### config.mk
export PLATFORM = sky130hd
export DESIGN_NAME = seq_bit_serializer
export DESIGN_NICKNAME = d
export VERILOG_FILES = /design/src/rtl/seq_det_pkg.sv /design/src/rtl/seq_bit_serializer.sv
export SDC_FILE = /design/constraint.sdc
export NUM_CORES = 1
export LEC_CHECK = 0
export BUFFER_PORTS_ARGS = -buffer_cell sky130_fd_sc_hd__buf_2
export CELL_PAD_IN_SITES_DETAIL_PLACEMENT = 2
export CELL_PAD_IN_SITES_GLOBAL_PLACEMENT = 2
export CORE_AREA = 2 2 58 60
export CTS_CLUSTER_DIAMETER = 150
export DETAILED_ROUTE_END_ITERATION = 10
export DIE_AREA = 0 0 60 62
export PLACE_DENSITY_LB_ADDON = 0.1
export SLEW_MARGIN = 20
export SYNTH_ARGS = -nofsm -noshare
export SYNTH_HDL_FRONTEND = slang
export SYNTH_SLANG_ARGS = --single-unit
### constraint.sdc
create_clock -name clk -period 3.65 [get_ports clk]
set_input_delay 0.1825 -clock clk [delete_from_list [all_inputs] [get_ports clk]]
set_output_delay 0.1825 -clock clk [all_outputs]
set_load 0.02 [all_outputs]
### src/rtl/seq_det_pkg.sv
// seq_det_pkg: shared types and helpers for the sequence-detector feeder path
// Provides the serializer state encoding and the counter-width helper.
package seq_det_pkg;
    typedef enum logic {IDLE = 1'b0, SHIFT = 1'b1} state_t;
    function automatic int cnt_w(input int width);
        return $clog2(width);
    endfunction
endpackage

### src/rtl/seq_bit_serializer.sv
// seq_bit_serializer: word-to-bit serializer with one-word hold register feeding a serial detector
// Ports: clk, rst (sync, active-high); s_valid/s_data/s_ready word handshake;
//        bit_en advance strobe; bit_out/bit_valid serial data; word_done last-bit pulse; busy.
module seq_bit_serializer
    import seq_det_pkg::*;
#(
    parameter int WIDTH     = 8,
    parameter bit MSB_FIRST = 1'b1,
    parameter bit IDLE_BIT  = 1'b0
) (
    input  logic             clk,
    input  logic             rst,
    input  logic             s_valid,
    input  logic [WIDTH-1:0] s_data,
    output logic             s_ready,
    input  logic             bit_en,
    output logic             bit_out,
    output logic             bit_valid,
    output logic             word_done,
    output logic             busy
);
    localparam int CW = cnt_w(WIDTH);
    localparam logic [CW-1:0] LAST = CW'(WIDTH - 1);
    localparam logic [CW-1:0] PENULT = CW'(WIDTH - 2);

    state_t           state, state_nxt;
    logic [CW-1:0]    cnt;
    logic [WIDTH-1:0] shreg, hold;
    logic             hold_valid, accept, adv, load, cur_bit, first_bit;

    function automatic logic [WIDTH-1:0] shift(input logic [WIDTH-1:0] x);
        return MSB_FIRST ? {x[WIDTH-2:0], 1'b0} : {1'b0, x[WIDTH-1:1]};
    endfunction

    assign s_ready = !hold_valid && !rst;
    assign accept  = s_valid && s_ready;
    assign busy    = (state == SHIFT) || hold_valid;

    // cnt is the index of the bit currently on the line; reaching LAST means the
    // word is fully out and the next strobe either reloads from hold or idles.
    always_comb begin
        adv       = bit_en && (state == SHIFT) && (cnt != LAST);
        load      = bit_en && !adv && hold_valid;
        state_nxt = bit_en ? ((adv || load) ? SHIFT : IDLE) : state;
        cur_bit   = MSB_FIRST ? shreg[WIDTH-1] : shreg[0];
        first_bit = MSB_FIRST ? hold[WIDTH-1] : hold[0];
    end

    always_ff @(posedge clk) begin
        state <= rst ? IDLE : state_nxt;
    end

    always_ff @(posedge clk) begin
        if (rst) begin
            hold_valid <= 1'b0;
            hold       <= '0;
            shreg      <= '0;
            cnt        <= '0;
            bit_out    <= IDLE_BIT;
            bit_valid  <= 1'b0;
            word_done  <= 1'b0;
        end else begin
            word_done <= adv && (cnt == PENULT);
            if (accept) begin
                hold       <= s_data;
                hold_valid <= 1'b1;
            end else if (load) begin
                hold_valid <= 1'b0;
            end
            if (adv) begin
                bit_out   <= cur_bit;
                shreg     <= shift(shreg);
                cnt       <= cnt + 1'b1;
                bit_valid <= 1'b1;
            end else if (load) begin
                bit_out   <= first_bit;
                shreg     <= shift(hold);
                cnt       <= '0;
                bit_valid <= 1'b1;
            end else if (bit_en) begin
                bit_out   <= IDLE_BIT;
                bit_valid <= 1'b0;
                cnt       <= '0;
            end
        end
    end
endmodule
Word-level counts from Yosys, hierarchy flattened
Index checks and enable logic that the tools add are counted.
{ "op_classes": {"reduce_logical": 15, "addsub": 1, "n_eq_ne": 2, "muxes": 13} }
{ "op_table": {"columns": ["cell", "n"], "rows": [
  ["$mux 8", 2],
  ["$mux 3", 3],
  ["$mux 1", 8],
  ["$logic_and 1x1->1", 7],
  ["$reduce_bool 2->1", 2],
  ["$add 3x1->3 const B", 1],
  ["$eq 3x3->1 const B", 1],
  ["$logic_not 1->1", 3],
  ["$ne 3x3->1 const B", 1],
  ["$reduce_bool 3->1", 1],
  ["$logic_or 1x1->1", 2]
]} }
{ "word_totals": {"ff_bits": 23, "word_cells": 39, "input_bits": 12} }

Logic depth before layout (Yosys ltp)
{ "depth": {"word_depth": 7, "ltp_mapped": 6} }

Worst setup path before layout
No wires, ideal clock.
{ "synth_timing": {"kind": "register -> register", "start": "register cnt[1]", "end": "register shreg[2]", "t_arrival_ps": 1263, "path_slack_ps": 2296, "stages_incl_launch_ff": 6, "synth_period_minus_slack_ps": 1354, "cell_sequence": "dfxtp_1 -> ha_1 -> ha_1 -> nand3b_2 -> buf_4 -> a311oi_1"} }
{ "synth_via": {"elab_chain_len": 6} }
{ "synth_rtl": {"columns": ["element", "line", "text"], "rows": [
  ["from (decl)", "seq_bit_serializer.sv:27", "logic [CW-1:0] cnt;"],
  ["from (signal assigned)", "seq_bit_serializer.sv:73", "cnt <= cnt + 1'b1;"],
  ["$ne 3x3->1 *", "seq_bit_serializer.sv:42", "adv = bit_en && (state == SHIFT) && (cnt != LAST);"],
  ["$logic_and 1x1->1 *", "seq_bit_serializer.sv:42", null],
  ["$logic_not 1->1", "seq_bit_serializer.sv:43", "load = bit_en && !adv && hold_valid;"],
  ["$logic_and 1x1->1 (2 in a row)", "seq_bit_serializer.sv:43", null],
  ["$reduce_bool 2->1 (no source line)", null, null],
  ["to (signal assigned)", "seq_bit_serializer.sv:72", "shreg <= shift(shreg);"],
  ["to (signal assigned)", "seq_bit_serializer.sv:77", "shreg <= shift(hold);"],
  ["to (decl)", "seq_bit_serializer.sv:28", "logic [WIDTH-1:0] shreg, hold;"]
]} }
Mark *: on every way between the ends. The rest lies on a longest branch, timed or not.
A chain may end at the register's enable or synchronous reset.

Worst setup path after layout
{ "layout_timing": {"start": "register cnt[1]", "end": "register cnt[0]"} }
{ "layout_via": {"elab_chain_len": 7} }
{ "layout_rtl": {"columns": ["element", "line", "text"], "rows": [
  ["$ne 3x3->1 *", "seq_bit_serializer.sv:42", null],
  ["$logic_and 1x1->1 *", "seq_bit_serializer.sv:42", null],
  ["$logic_not 1->1", "seq_bit_serializer.sv:43", null],
  ["$logic_and 1x1->1 (2 in a row)", "seq_bit_serializer.sv:43", null],
  ["$mux 3", "seq_bit_serializer.sv:75", "end else if (load) begin"],
  ["$mux 3", "seq_bit_serializer.sv:70", "if (adv) begin"]
]} }
Marks and branches as above.

==> flow_metrics.env <==
export IMPL_yosys_area_top_type="dfxtp_1"
export IMPL_synth_edf_count=0
export IMPL_powerDensity_nw_per_um2=408
export IMPL_drv_slew=0
export IMPL_clkSinkCount=23
export IMPL_maxCapViolations=0
export IMPL_clk_latency_ns=0.31
export IMPL_numCtsBuffers=3
export IMPL_worstPathRequired_ns=3.91
export IMPL_final_cells=175
export IMPL_via_count=832
export IMPL_start_util=0.304
export IMPL_status="complete, no violations"
export IMPL_die_area_um2=3720
export IMPL_drive_gt1_frac=0.171
export IMPL_netlist_instances=117
export IMPL_crit_path_max_fanout=14
export IMPL_slew_headroom=0.643
export IMPL_fin_crit_ns=1.64
export IMPL_antenna_found_initial=0
export IMPL_ys_seq_area_frac=0.477
export IMPL_cts_root_buf="clkbuf_4"
export IMPL_synth_warnings=0
export IMPL_hpwl_mm=1.54
export IMPL_dp_cells=171
export IMPL_ys_ff_latch=23
export IMPL_postCtsHoldBufs=0
export IMPL_path_class="register to register"
export IMPL_cp_start_kind="register"
export IMPL_overflow=0
export IMPL_drt_first_pass_iters=3
export IMPL_worst_pin_slew_ns=0.535
export IMPL_io_pins=17
export IMPL_synth_area_leaders="dfxtp_1 48%, nand2_1 10%, a311oi_1 8.2%"
export IMPL_drt_total_wl_mm=2.17
export IMPL_hold_violations=0
export IMPL_rsz0062_at_grt="false"
export IMPL_fin_skew_ns=0.00514
export IMPL_synth_cell_type_count=20
export IMPL_coreArea_um2=3180
export IMPL_clk_pin_slew_ns=0.13
export IMPL_drc=0
export IMPL_syn_area_per_cell_um2=8.26
export IMPL_diodes=0
export IMPL_routed_wire_length_per_instance_um=12.4
export IMPL_syn_to_final_growth_pct=12.7
export IMPL_cts_max_path_buffers=2
export IMPL_dominantRegCellSynth="dfxtp_1"
export IMPL_gp_congestion=0.696
export IMPL_numPortBuffers=16
export IMPL_cts_resized=0
export IMPL_htreeDepth=1
export IMPL_worst_setup_path_end_kind="register"
export IMPL_die_x_um=60
export IMPL_synth_nets=132
export IMPL_grt_pass1_wl_mm=3.78
export IMPL_fmax_mhz=611
export IMPL_tns_ns=0
export IMPL_layout_worst_path_cycle_share=0.448
export IMPL_synth_top_area_share=0.477
export IMPL_grt_pass1_vias=832
export IMPL_cts_tree="yes"
export IMPL_stdcell_area_um2=1090
export IMPL_total_power_mw=0.444
export IMPL_die_y_um=62
export IMPL_synth_area_um2=966
export IMPL_synthArstFlopShare=0
export IMPL_power_leakage_nw=0.420
export IMPL_grt_max_degree=25
export IMPL_first_iter_violations=15
export IMPL_detail_route_antenna_nets=0
export IMPL_worst_ep_arrival_time_ns=1.90
export IMPL_post_cts_repair_setup_buffers=0
export IMPL_finalSetupViolations=0
export IMPL_min_path_type="primary input to register"
export IMPL_yosysMostFrequentCell="nand2_1"
export IMPL_place_area_um2=1060
export IMPL_synth_common_cells="27 x nand2_1, 23 x dfxtp_1, 12 x a21oi_1, 11 x nor2_1, 9 x a311oi_1"
export IMPL_nets=145
export IMPL_rows=21
export IMPL_whs_ns=0.0889
export IMPL_vdd_drop_max_mv=0.119
export IMPL_drt_vias_per_instance=4.75
export IMPL_track_usage=0.140
==> worst paths after layout <==
kind                            slack [ns]  cells past startpoint                  from              endpoint
worst max-delay path                  2.01                      5   cnt[1]$_SDFFE_PP0P_   cnt[0]$_SDFFE_PP0P_
worst min-delay path                  0.09                      3             s_data[6]  hold[6]$_SDFFE_PP0P_
worst max register to register        2.01                      5   cnt[1]$_SDFFE_PP0P_   cnt[0]$_SDFFE_PP0P_
worst min register to register        0.47                      2  hold[6]$_SDFFE_PP0P_  hold[6]$_SDFFE_PP0P_
==> per-stage QoR <==
stage | util | worst slack [ns]
floorplan | - | 2.30
global placement | 0.334 | 2.08
detailed placement | 0.334 | 2.03
CTS | 0.342 | 1.99
global route | 0.342 | 1.90
finish | 0.342 | 2.01
==> sequential cells by signal, indices dropped and copies added, names as in the netlist <==
signal      count
shreg           7
word_done       1
hold_valid      1
hold            8
bit_out         1
state           1
cnt             3
bit_valid       1
==> layer usage <==
layer	part of all wire	routed length, µm	up-vias	track usage
met2	0.45	984	13	0.222
met1	0.49	1080	393	0.182
met3	0.027	59	4	0.0186
met4	0.024	53	0	0.0857
met5	0	0	-	0
li1	-	-	422	-
==> cell families (layout without fill, tap and decap cells) <==
group	Yosys count	count (layout)	synth area share
AND/OR/NAND/NOR	58	58	0.272
flip-flops	23	23	0.477
AO/OA/AOI/OAI	22	22	0.150
buffers and inverters	10	22	0.0505
adder cells (fa/ha/maj)	3	3	0.0389
multiplexers	1	1	0.0117
==> placed cells by master, fill, tap and decap left out, types with 2 or more instances in the layout <==
master	count
nand2_1	27
dfxtp_1	23
buf_2	16
a21oi_1	12
nor2_1	11
a311oi_1	9
nand3_1	8
nand2b_1	4
nor2b_1	3
ha_1	3
clkbuf_4	3
inv_1	2
==> layout make-up <==
type / count / area (µm²)
fillers: 367 / 2090
flip-flops and latches: 23 / 460
multi-input cells: 84 / 457
repair buffers: 16 / 80.1
well taps: 46 / 57.6
clock buffers: 4 / 26.3
inverters: 2 / 7.51
==> report_power, final <==
part | switching (mW) | internal, mW
Combinational | 0.0317 | 0.0191
Clock | 0.0770 | 0.0427
Sequential | 0.0100 | 0.264
Total | 0.119 | 0.325
==> worst max-delay path: stages, from the launching register on <==
cell and delay [ns]:
dfxtp_1 0.35, ha_1 0.19, ha_1 0.22, nand3b_2 0.39, mux2_2 0.36, nor2_1 0.07
Power figures use the tool's default switching activity.
